$ cat src/rtl/operand_fetch.sv
// Two-stage operand fetch: S1 holds a request while its register-file read is
// in flight, OUT holds the resolved operand pair with write-back forwarding.
module operand_fetch #(
  parameter int REG_WIDTH = 32,
  parameter int NUM_REGS  = 32,
  localparam int AW       = $clog2(NUM_REGS)
) (
  input  logic                 clk,
  input  logic                 rstN,
  input  logic                 reqValid,
  output logic                 reqReady,
  input  logic [AW-1:0]        reqRs1,
  input  logic [AW-1:0]        reqRs2,
  output logic [AW-1:0]        rfRs1Addr,
  output logic [AW-1:0]        rfRs2Addr,
  input  logic [REG_WIDTH-1:0] rfRs1Data,
  input  logic [REG_WIDTH-1:0] rfRs2Data,
  input  logic                 wbEn,
  input  logic [AW-1:0]        wbAddr,
  input  logic [REG_WIDTH-1:0] wbData,
  output logic                 opValid,
  input  logic                 opReady,
  output logic [REG_WIDTH-1:0] op1,
  output logic [REG_WIDTH-1:0] op2
);

  logic                 s1_valid;
  logic [AW-1:0]        s1_rs1;
  logic [AW-1:0]        s1_rs2;
  logic                 byp1_flag;
  logic                 byp2_flag;
  logic [REG_WIDTH-1:0] byp1_val;
  logic [REG_WIDTH-1:0] byp2_val;
  logic [AW-1:0]        out_rs1;
  logic [AW-1:0]        out_rs2;
  logic                 advance;
  logic                 accept;
  logic                 sample;
  logic [REG_WIDTH-1:0] cand1;
  logic [REG_WIDTH-1:0] cand2;

  // A write hits a source only when enabled, matching, and not to x0.
  function automatic logic wb_hit(input logic en, input logic [AW-1:0] waddr,
                                  input logic [AW-1:0] src);
    return en && (waddr == src) && (src != {AW{1'b0}});
  endfunction

  function automatic logic [REG_WIDTH-1:0] pick(
    input logic [AW-1:0]        src,
    input logic                 en,
    input logic [AW-1:0]        waddr,
    input logic [REG_WIDTH-1:0] wdata,
    input logic                 flag,
    input logic [REG_WIDTH-1:0] bval,
    input logic [REG_WIDTH-1:0] rdata
  );
    if (src == {AW{1'b0}}) begin
      return {REG_WIDTH{1'b0}};
    end else if (en && (waddr == src)) begin
      return wdata;
    end else if (flag) begin
      return bval;
    end else begin
      return rdata;
    end
  endfunction

  assign advance   = s1_valid && (!opValid || opReady);
  assign reqReady  = !s1_valid || advance;
  assign accept    = reqValid && reqReady;
  // A stalled S1 keeps re-reading its own addresses so the data stays fresh.
  assign rfRs1Addr = (s1_valid && !advance) ? s1_rs1 : reqRs1;
  assign rfRs2Addr = (s1_valid && !advance) ? s1_rs2 : reqRs2;
  assign sample    = accept || (s1_valid && !advance);

  assign cand1 = pick(s1_rs1, wbEn, wbAddr, wbData, byp1_flag, byp1_val, rfRs1Data);
  assign cand2 = pick(s1_rs2, wbEn, wbAddr, wbData, byp2_flag, byp2_val, rfRs2Data);

  // S1 stage: request capture plus capture of writes racing the RF read.
  always_ff @(posedge clk or negedge rstN) begin
    if (!rstN) begin
      s1_valid  <= 1'b0;
      s1_rs1    <= {AW{1'b0}};
      s1_rs2    <= {AW{1'b0}};
      byp1_flag <= 1'b0;
      byp2_flag <= 1'b0;
      byp1_val  <= {REG_WIDTH{1'b0}};
      byp2_val  <= {REG_WIDTH{1'b0}};
    end else begin
      if (accept) begin
        s1_valid <= 1'b1;
        s1_rs1   <= reqRs1;
        s1_rs2   <= reqRs2;
      end else if (advance) begin
        s1_valid <= 1'b0;
      end else begin
        s1_valid <= s1_valid;
      end
      if (sample) begin
        byp1_flag <= wb_hit(wbEn, wbAddr, rfRs1Addr);
        byp2_flag <= wb_hit(wbEn, wbAddr, rfRs2Addr);
        byp1_val  <= wbData;
        byp2_val  <= wbData;
      end else begin
        byp1_flag <= 1'b0;
        byp2_flag <= 1'b0;
      end
    end
  end

  // OUT stage: operand pair, kept coherent with writes while backpressured.
  always_ff @(posedge clk or negedge rstN) begin
    if (!rstN) begin
      opValid <= 1'b0;
      op1     <= {REG_WIDTH{1'b0}};
      op2     <= {REG_WIDTH{1'b0}};
      out_rs1 <= {AW{1'b0}};
      out_rs2 <= {AW{1'b0}};
    end else if (advance) begin
      opValid <= 1'b1;
      op1     <= cand1;
      op2     <= cand2;
      out_rs1 <= s1_rs1;
      out_rs2 <= s1_rs2;
    end else if (opValid && opReady) begin
      opValid <= 1'b0;
    end else if (opValid) begin
      if (wb_hit(wbEn, wbAddr, out_rs1)) begin
        op1 <= wbData;
      end
      if (wb_hit(wbEn, wbAddr, out_rs2)) begin
        op2 <= wbData;
      end
    end else begin
      opValid <= 1'b0;
    end
  end

endmodule

$ cat config.mk
export PLATFORM = sky130hd
export DESIGN_NAME = operand_fetch
export DESIGN_NICKNAME = d
export VERILOG_FILES = /design/src/rtl/operand_fetch.sv
export SDC_FILE = /design/constraint.sdc
export NUM_CORES = 1
export LEC_CHECK = 0
export ABC_CLOCK_PERIOD_IN_PS = 1700
export CAP_MARGIN = 20
export CORE_MARGIN = 4
export CORE_UTILIZATION = 30
export CTS_CLUSTER_SIZE = 14
export DETAILED_ROUTE_END_ITERATION = 12
export HOLD_SLACK_MARGIN = 0.08
export PLACE_DENSITY = 0.65
export SLEW_MARGIN = 5
export SYNTH_ARGS = -nofsm -noshare
export SYNTH_HDL_FRONTEND = slang
export SYNTH_SLANG_ARGS = --single-unit
$ cat constraint.sdc
create_clock -name clk -period 1.7 [get_ports clk]
set_clock_uncertainty 0.05 [all_clocks]
set_input_delay 0.17 -clock clk [delete_from_list [all_inputs] [get_ports clk]]
set_output_delay 0.17 -clock clk [all_outputs]
set_load 0.05 [all_outputs]
# Word-level counts from Yosys, hierarchy flattened
# Index checks and enable logic that the tools add are counted.
[word_totals] reg_bits=120 latch_bits=0 ram_bits=0 romBits=0 input_bits=116 output_inout_bits=76 word_cells=73 n_memories=0
[op_classes] n_addsub=0 multipliers=0 div_mod_pow=0 n_lt_le_gt_ge=0 n_eq_ne=7 shifts=0 mux=23 bitwise=0 n_reduce_logical=32
[op_table] cell="$mux W32" count=14
[op_table] cell="$eq A5 B5 Y1" count=6
[op_table] cell="$reduce_bool A5 Y1" count=4
[op_table] cell="$logic_and A1 B1 Y1" count=14
[op_table] cell="$logic_not A5 Y1" count=2
[op_table] cell="$mux W5" count=2
[op_table] cell="$reduce_bool A2 Y1" count=4
[op_table] cell="$mux W1" count=7
[op_table] cell="$reduce_and A3 Y1" count=2
[op_table] cell="$logic_not A1 Y1" count=3
[op_table] cell="$logic_or A1 B1 Y1" count=3
[op_table] cell="$ne A2 B2 Y1 const B" count=1

# Longest topological paths before layout
# Gate-level depths: netlist of the first run.
[depth] depth_word=10 depth_mapped=8 mapped_depth_nobuf=6

# Worst setup path after synthesis of the first run
# Ideal clock, no wire load.
[synth_timing] path_type="flip-flop to flip-flop" from="register opValid" to="register byp2_flag" arrival_time_ps=2361 t_required_ps=1556 setup_slack_ps=-805 path_stages_with_launch=8 synth_period_minus_slack_ps=2505 path_cell_list="dfrtp_1 -> and3b_1 -> inv_1 -> buf_2 -> nand2_1 -> nand2_1 -> or3_1 -> a211oi_1"
[synth_between] word_cells_on_any_way=14 classes_between="eq/ne (1); mux (2); reduce/logical (11)"
[synth_rtl] element="start: declaration" line_no="21" source="output logic opValid,"
[synth_rtl] element="start signal: assignment" line_no="114" source="opValid <= 1'b0;"
[synth_rtl] element="start signal: assignment" line_no="120" source="opValid <= 1'b1;"
[synth_rtl] element="start signal: assignment" line_no="126" source="opValid <= 1'b0;"
[synth_rtl] element="$logic_not A1 Y1" line_no="68" source="assign advance = s1_valid && (!opValid || opReady);"
[synth_rtl] element="$logic_or A1 B1 Y1" line_no="68"
[synth_rtl] element="$logic_and A1 B1 Y1" line_no="68"
[synth_rtl] element="$logic_or A1 B1 Y1" line_no="69" source="assign reqReady = !s1_valid || advance;"
[synth_rtl] element="net reqReady" line_no="11" source="output logic reqReady,"
[synth_rtl] element="$logic_and A1 B1 Y1" line_no="70" source="assign accept = reqValid && reqReady;"
[synth_rtl] element="$logic_or A1 B1 Y1" line_no="74" source="assign sample = accept || (s1_valid && !advance);"
[synth_rtl] element="$mux W1" line_no="99" source="if (sample) begin"
[synth_rtl] element="end signal: assignment" line_no="101" source="byp2_flag <= wb_hit(wbEn, wbAddr, rfRs2Addr);"
[synth_rtl] element="end: declaration" line_no="31" source="logic byp2_flag;"
# The timed path passes the listed nets, and every way through them passes these cells.
# A chain may end at the register's enable or synchronous reset.

# Final worst setup path of the first run
[layout_timing] from="register opValid" to="output rfRs1Addr[2]"
[layout_between] elab_chain_len=6
[layout_lines] element="$logic_not A1 Y1" line_no="68"
[layout_lines] element="$logic_or A1 B1 Y1" line_no="68"
[layout_lines] element="$logic_and A1 B1 Y1" line_no="68"
[layout_lines] element="$logic_not A1 Y1" line_no="72" source="assign rfRs1Addr = (s1_valid && !advance) ? s1_rs1 : reqRs1;"
[layout_lines] element="$logic_and A1 B1 Y1" line_no="72"
[layout_lines] element="$mux W5" line_no="72"
[layout_lines] element="end: declaration" line_no="14" source="output logic [AW-1:0] rfRs1Addr,"
# No other way between the ends.

==> results of run 1 <==
[how the worst max path moves through the flow]
stage	startpoint	endpoint	slack (ps)	cells past startpoint
after floorplan	opValid	op1[17]	-300	6
after global placement	opReady	byp1_flag	-660	8
after detailed placement	wbAddr[0]	op1[19]	-660	7
after CTS	opValid	rfRs2Addr[3]	-370	5
after global routing	opValid	rfRs1Addr[2]	-420	7
final	opValid	rfRs1Addr[2]	-360	7
[stage by stage]
step                      setup TNS, ps  cells
after CTS                        -20720   1229
after floorplan                  -14790    677
after global routing             -32570   1235
after detailed placement         -55980   1160
final                            -25930   1235
after global placement           -54050   1160
[cells by family after synthesis]
kind of cell,count (synthesis),share of synthesized area (%)
AOI/OAI and AO/OA,203,19.2
and+or+nand+nor,139,8.79
xor gates and xnor gates,25,3.27
buffers and inverters,66,4.21
muxes,124,19.6
DFF,120,44.9
[worst max-delay path, cell delays in order (launching register included)]
cell	delay (ps)
dfrtp_2	400
and3b_2	280
inv_8	110
buf_6	110
mux2i_4	230
buf_6	130
inv_4	30
buf_8	130
[layer usage]
metal,wire [um],global-route usage [%],up-vias
met5,0,0,-
met4,671,7.13,0
met3,1870,4.73,44
met2,13800,35.7,321
met1,11600,27.8,3440
li1,-,-,3029
[power breakdown]
group          internal, mW  total [mW]  switching [mW]
clock                  2.21        3.52            1.32
sequential             3.38        3.86           0.482
combinational          2.22        5.21            2.99
[cells in the final DEF (no fill, tap or decap), types with 19 or more instances in the layout]
master and count:
nor2_4 41, clkdlybuf4s50_1 113, clkbuf_16 19, nand2_1 38
buf_6 22, a31oi_1 52, nor2_1 21, buf_12 31
mux2i_1 65, o21ai_0 65, mux2_4 45, dfrtp_1 117
o211ai_1 64, buf_4 113
[final cells by class]
type	count	area, sq um
clock inverter	10	103
multi-input combinational	491	4280
sequential	120	3010
clock buffer	21	460
timing repair buffer	306	3370
antenna	1	2.50
fill	1912	10300
timing repair inverter	1	8.76
inverter	5	36.3
tap	280	350
[state kept, by name (all words and copies together), names as in the netlist]
name	cells
byp2_val	32
op1	32
op2	32
out_rs1	5
out_rs2	5
s1_rs1	5
s1_rs2	5
byp1_flag	1
byp2_flag	1
opValid	1
s1_valid	1
[timing repair]
action / in CTS / in global routing
endpoints found under the setup margin: 120 / 119
gates resized for setup: 120 / 125
pin swaps: 24 / 9
gates cloned: 15 / 2
buffers inserted: 22 / 10
hold endpoints to repair: 120 / 0
hold buffers: 1 / 0
==> impl_metrics.env, run 1 <==
export IMPL_outcome="finished, violations left"
export IMPL_violations="setup timing"
export IMPL_hold_path_class="input port to async pin"
export IMPL_worst_pin_slew_ps=521
export IMPL_top_level_ports=192
export IMPL_yosys_top_cells_count="120 x dfrtp_1, 69 x mux2i_1, 68 x nor2_1, 65 x o21ai_0"
export IMPL_yosys_area_top_type="dfrtp_1"
export IMPL_drc_errors=0
export IMPL_routed_wl_mm=27.9
export IMPL_placedInstanceArea_sq_um=9500
export IMPL_fmax_mhz=485
export IMPL_gp_congestion=0.811
export IMPL_num_rows=54
export IMPL_setup_viol=118
export IMPL_grt_pass1_vias=7097
export IMPL_dieHeight_um=157
export IMPL_synthFlopType="dfrtp_1"
export IMPL_required_ps=1480
export IMPL_p_per_area_nw_per_um2=1080
export IMPL_portBuffers=191
export IMPL_post_route_util_pct=53.1
export IMPL_final_max_slew_viol_count=0
export IMPL_grt_pass1_wl_mm=40.8
export IMPL_drt_wirelength_per_cell_um=22.6
export IMPL_nNetsFinal=1058
export IMPL_clock_path_buffers=2
export IMPL_critical_path_arrival_ps=1840
export IMPL_ir_drop_v=0.000552
export IMPL_dieArea_sq_um=24700
export IMPL_cts_htree_levels=4
export IMPL_grt_usage_pct=21.5
export IMPL_setup_slack_ps=-360
export IMPL_syn_inst=677
export IMPL_clk_pin_slew_ps=50
export IMPL_cts_sinks=120
export IMPL_antenna_found_initial=1
export IMPL_clk_insertion_delay_late_ps=420
export IMPL_crit_fanout=5
export IMPL_synthDistinctLibCells=33
export IMPL_fin_area_sq_um=11600
export IMPL_core_region_area_sq_um=21900
export IMPL_cts_buffers=17
export IMPL_syn_to_final_growth_pct=73.8
export IMPL_p_leak_nw=4.58
export IMPL_ys_ff_latch=120
export IMPL_first_iter_violations=387
export IMPL_dp_hpwl_mm=16.0
export IMPL_synthArstFlopShare_pct=100
export IMPL_yosysTopAreaCellShare_pct=44.9
export IMPL_postSynthNetCount=793
export IMPL_r2r_end="op1[19]"
export IMPL_power_mw=12.6
export IMPL_cts_root_buf="clkbuf_16"
export IMPL_max_cap_violations=0
export IMPL_finalCritPeriodShare_pct=121
export IMPL_syn_cell_area_sq_um=6690
export IMPL_grt_max_degree=69
export IMPL_grt_overflow_total=0
export IMPL_first_pass_iters=5
export IMPL_syn_area_per_cell_sq_um=9.88
export IMPL_r2r_start="out_rs1[2]"
export IMPL_tritoncts="yes"
export IMPL_hold_violations=0
export IMPL_synth_edff_count=0
export IMPL_ys_warn_count=0
export IMPL_r2r_cells=7
export IMPL_dp_slack_ps=-658
export IMPL_relSlewSlack_pct=65.0
export IMPL_rsz0062_at_grt="true"
export IMPL_routed_via_density=5.53
export IMPL_start_util_pct=30.6
export IMPL_vias=6834
export IMPL_chipWidth_um=157
export IMPL_antenna_left=0
export IMPL_layout_drive_gt1_share_pct=39.2
export IMPL_r2r_setup_slack_ps=-350
export IMPL_crit_type="flip-flop to output pin"
export IMPL_synth_seq_area_share_pct=44.9
export IMPL_worst_hold_slack_ps=238
export IMPL_ys_top_cells_by_area="dfrtp_1 45%, mux2i_1 10%, mux2_2 9.3%, o211ai_1 7.2%, a31oi_1 6.0%"
export IMPL_min_period_ps=2060
export IMPL_end_kind="output pin"
export IMPL_synth_most_common_cell="dfrtp_1"
export IMPL_startpoint_type="flip-flop"
Note: power is estimated with default switching activity, not from simulation.
==> inputs of run 2 (changes only) <==
--- a/config.mk
+++ b/config.mk
@@ -12,6 +12,8 @@
 export CTS_CLUSTER_SIZE = 14
 export DETAILED_ROUTE_END_ITERATION = 12
+export GPL_TIMING_DRIVEN = 0
 export HOLD_SLACK_MARGIN = 0.08
 export PLACE_DENSITY = 0.65
+export SETUP_SLACK_MARGIN = 0.02
 export SLEW_MARGIN = 5
 export SYNTH_ARGS = -nofsm -noshare
--- a/constraint.sdc
+++ b/constraint.sdc
@@ -3,3 +3,3 @@
 set_input_delay 0.17 -clock clk [delete_from_list [all_inputs] [get_ports clk]]
 set_output_delay 0.17 -clock clk [all_outputs]
-set_load 0.05 [all_outputs]
+set_load 0.02 [all_outputs]
==> impl_metrics.env, run 2 (synthesized netlist as in run 1, its figures left out) <==
export IMPL_use_met2_pct=33.7
export IMPL_worst_hold_startpoint="wbAddr[2]"
export IMPL_fmax_mhz=495
export IMPL_p_leak_nw=4.33
export IMPL_first_iter_violations=389
export IMPL_cts_root_buf="clkbuf_16"
export IMPL_dieHeight_um=157
export IMPL_routed_via_density=5.40
export IMPL_layout_drive_gt1_share_pct=24.8
export IMPL_hold_path_class="input port to flip-flop"
export IMPL_outcome="finished, violations left"
export IMPL_finalCritPeriodShare_pct=119
export IMPL_cts_htree_levels=4
export IMPL_clk_insertion_delay_late_ps=420
export IMPL_cts_buffers=17
export IMPL_r2r_cells=8
export IMPL_rsz0062_at_grt="true"
export IMPL_worst_pin_slew_ps=675
export IMPL_clk_pin_slew_ps=60
export IMPL_setup_viol=117
export IMPL_antenna_left=0
export IMPL_p_per_area_nw_per_um2=1050
export IMPL_routed_wl_mm=27.3
export IMPL_violations="setup timing"
export IMPL_final_max_slew_viol_count=0
export IMPL_dp_hpwl_mm=17.5
export IMPL_crit_fanout=5
export IMPL_reg_top3="byp2_val (32), op1 (32), op2 (32)"
export IMPL_nNetsFinal=1044
export IMPL_chipWidth_um=157
export IMPL_cts_sinks=120
export IMPL_portBuffers=186
export IMPL_grt_usage_pct=21.3
export IMPL_fillers=2014
export IMPL_grt_max_degree=64
export IMPL_final_seq_area_sq_um=3010
export IMPL_dp_cells=1144
export IMPL_mostFrequentLayoutCells="165 x clkdlybuf4s50_1, 116 x dfrtp_1, 65 x mux2i_1"
export IMPL_holdPathStages=3
export IMPL_vias=6593
export IMPL_drc_errors=0
export IMPL_multi_input_area_sq_um=3780
export IMPL_ir_drop_v=0.000686
export IMPL_clock_path_buffers=2
export IMPL_fin_setup_tns_ps=-21970
export IMPL_use_met1_pct=29.1
export IMPL_dieArea_sq_um=24700
export IMPL_final_cells=1221
export IMPL_antenna_found_initial=0
export IMPL_post_route_util_pct=49.5
export IMPL_tritoncts="yes"
export IMPL_startpoint_type="flip-flop"
export IMPL_top_usage_layer="met2"
export IMPL_r2r_setup_slack_ps=-310
export IMPL_grt_pass1_wl_mm=39.9
export IMPL_gp_congestion=0.807
export IMPL_syn_to_final_growth_pct=62.1
export IMPL_drt_wirelength_per_cell_um=22.4
export IMPL_use_met3_pct=4.32
export IMPL_num_rows=54
export IMPL_min_to="byp1_flag"
export IMPL_top_level_ports=192
export IMPL_min_period_ps=2020
export IMPL_end_kind="output pin"
export IMPL_r2r_end="byp1_flag"
export IMPL_r2r_start="opValid"
export IMPL_relSlewSlack_pct=55.0
export IMPL_grt_pass1_vias=6607
export IMPL_core_region_area_sq_um=21900
export IMPL_start_util_pct=30.6
export IMPL_crit_type="flip-flop to output pin"
export IMPL_critical_path_arrival_ps=1800
export IMPL_antenna_cells=0
export IMPL_max_cap_violations=0
export IMPL_required_ps=1480
export IMPL_setup_slack_ps=-321
export IMPL_layout_commonest_cell="clkdlybuf4s50_1"
export IMPL_grt_overflow_total=0
export IMPL_hold_violations=0
export IMPL_first_pass_iters=5
[run 2: changes by cell type in the layout (fill, tap and decap cells not counted), moves of 12 or more]
cell / previous run / this run
buf_4: 113 / 18
buf_12: 31 / 6
clkdlybuf4s50_1: 113 / 165
clkbuf_8: 2 / 17
clkbuf_1: 2 / 14
a31oi_1: 52 / 64
nor2_4: 41 / 0
nor2_1: 21 / 61
buf_2: 0 / 15
[run 2: how the worst max path moves through the flow]
stage                     from            to  slack, ps  cells after the start
floorplan           out_rs1[2]        op1[0]       -210                      5
global placement          rstN       opValid      -5150                      1
detailed placement        wbEn       op2[20]      -1100                      5
CTS                 out_rs1[0]       op1[17]       -280                      6
global route         s1_rs1[0]       op1[24]       -380                      8
finish                s1_valid  rfRs1Addr[4]       -320                      5
[run 2: repair_timing]
action	in CTS	in global routing
hold endpoints to repair	58	0
buffers inserted	27	5
pin swaps	18	15
setup endpoints to repair	122	134
resized for setup	200	75
cloned	12	1
hold buffers	2	0
[run 2: final cells by class]
class | count | share of cell area (%)
buffer | 60 | 5.75
clock buffer | 24 | 4.54
clock inverter | 8 | 1.08
inverter | 5 | 0.219
multi-input combinational | 492 | 34.9
sequential | 120 | 27.7
tap | 280 | 3.23
timing repair buffer | 232 | 22.6
[run 2: stage by stage]
step                power [mW]  worst slack (ps)  area (sq um)  hold slack [ps]
detailed placement        7.02             -1100          9040              133
floorplan                 5.39              -209          6800             -176
global placement          6.96             -5150          9010              421
finish                    11.4              -321         10800              161
global route              11.8              -379         10800              169
CTS                       11.3              -280         10600              139
[run 2: metal layers]
layer | share of wire, % | vias up
met4 | 2.6 | 0
met1 | 44 | 3248
met3 | 6.9 | 39
met2 | 47 | 287
li1 | - | 3019
met5 | 0 | -
[run 2: worst max-delay path: stages, from the launching register on]
cell and delay (ps):
dfrtp_1 390, and3b_2 270, clkinv_4 120, buf_6 140, mux2_4 320, buf_6 140
[run 2: power breakdown]
part           switching, mW  total (mW)  internal [mW]
clock                   1.34        3.79           2.45
sequential             0.395        3.77           3.38
combinational           1.91        3.82           1.91
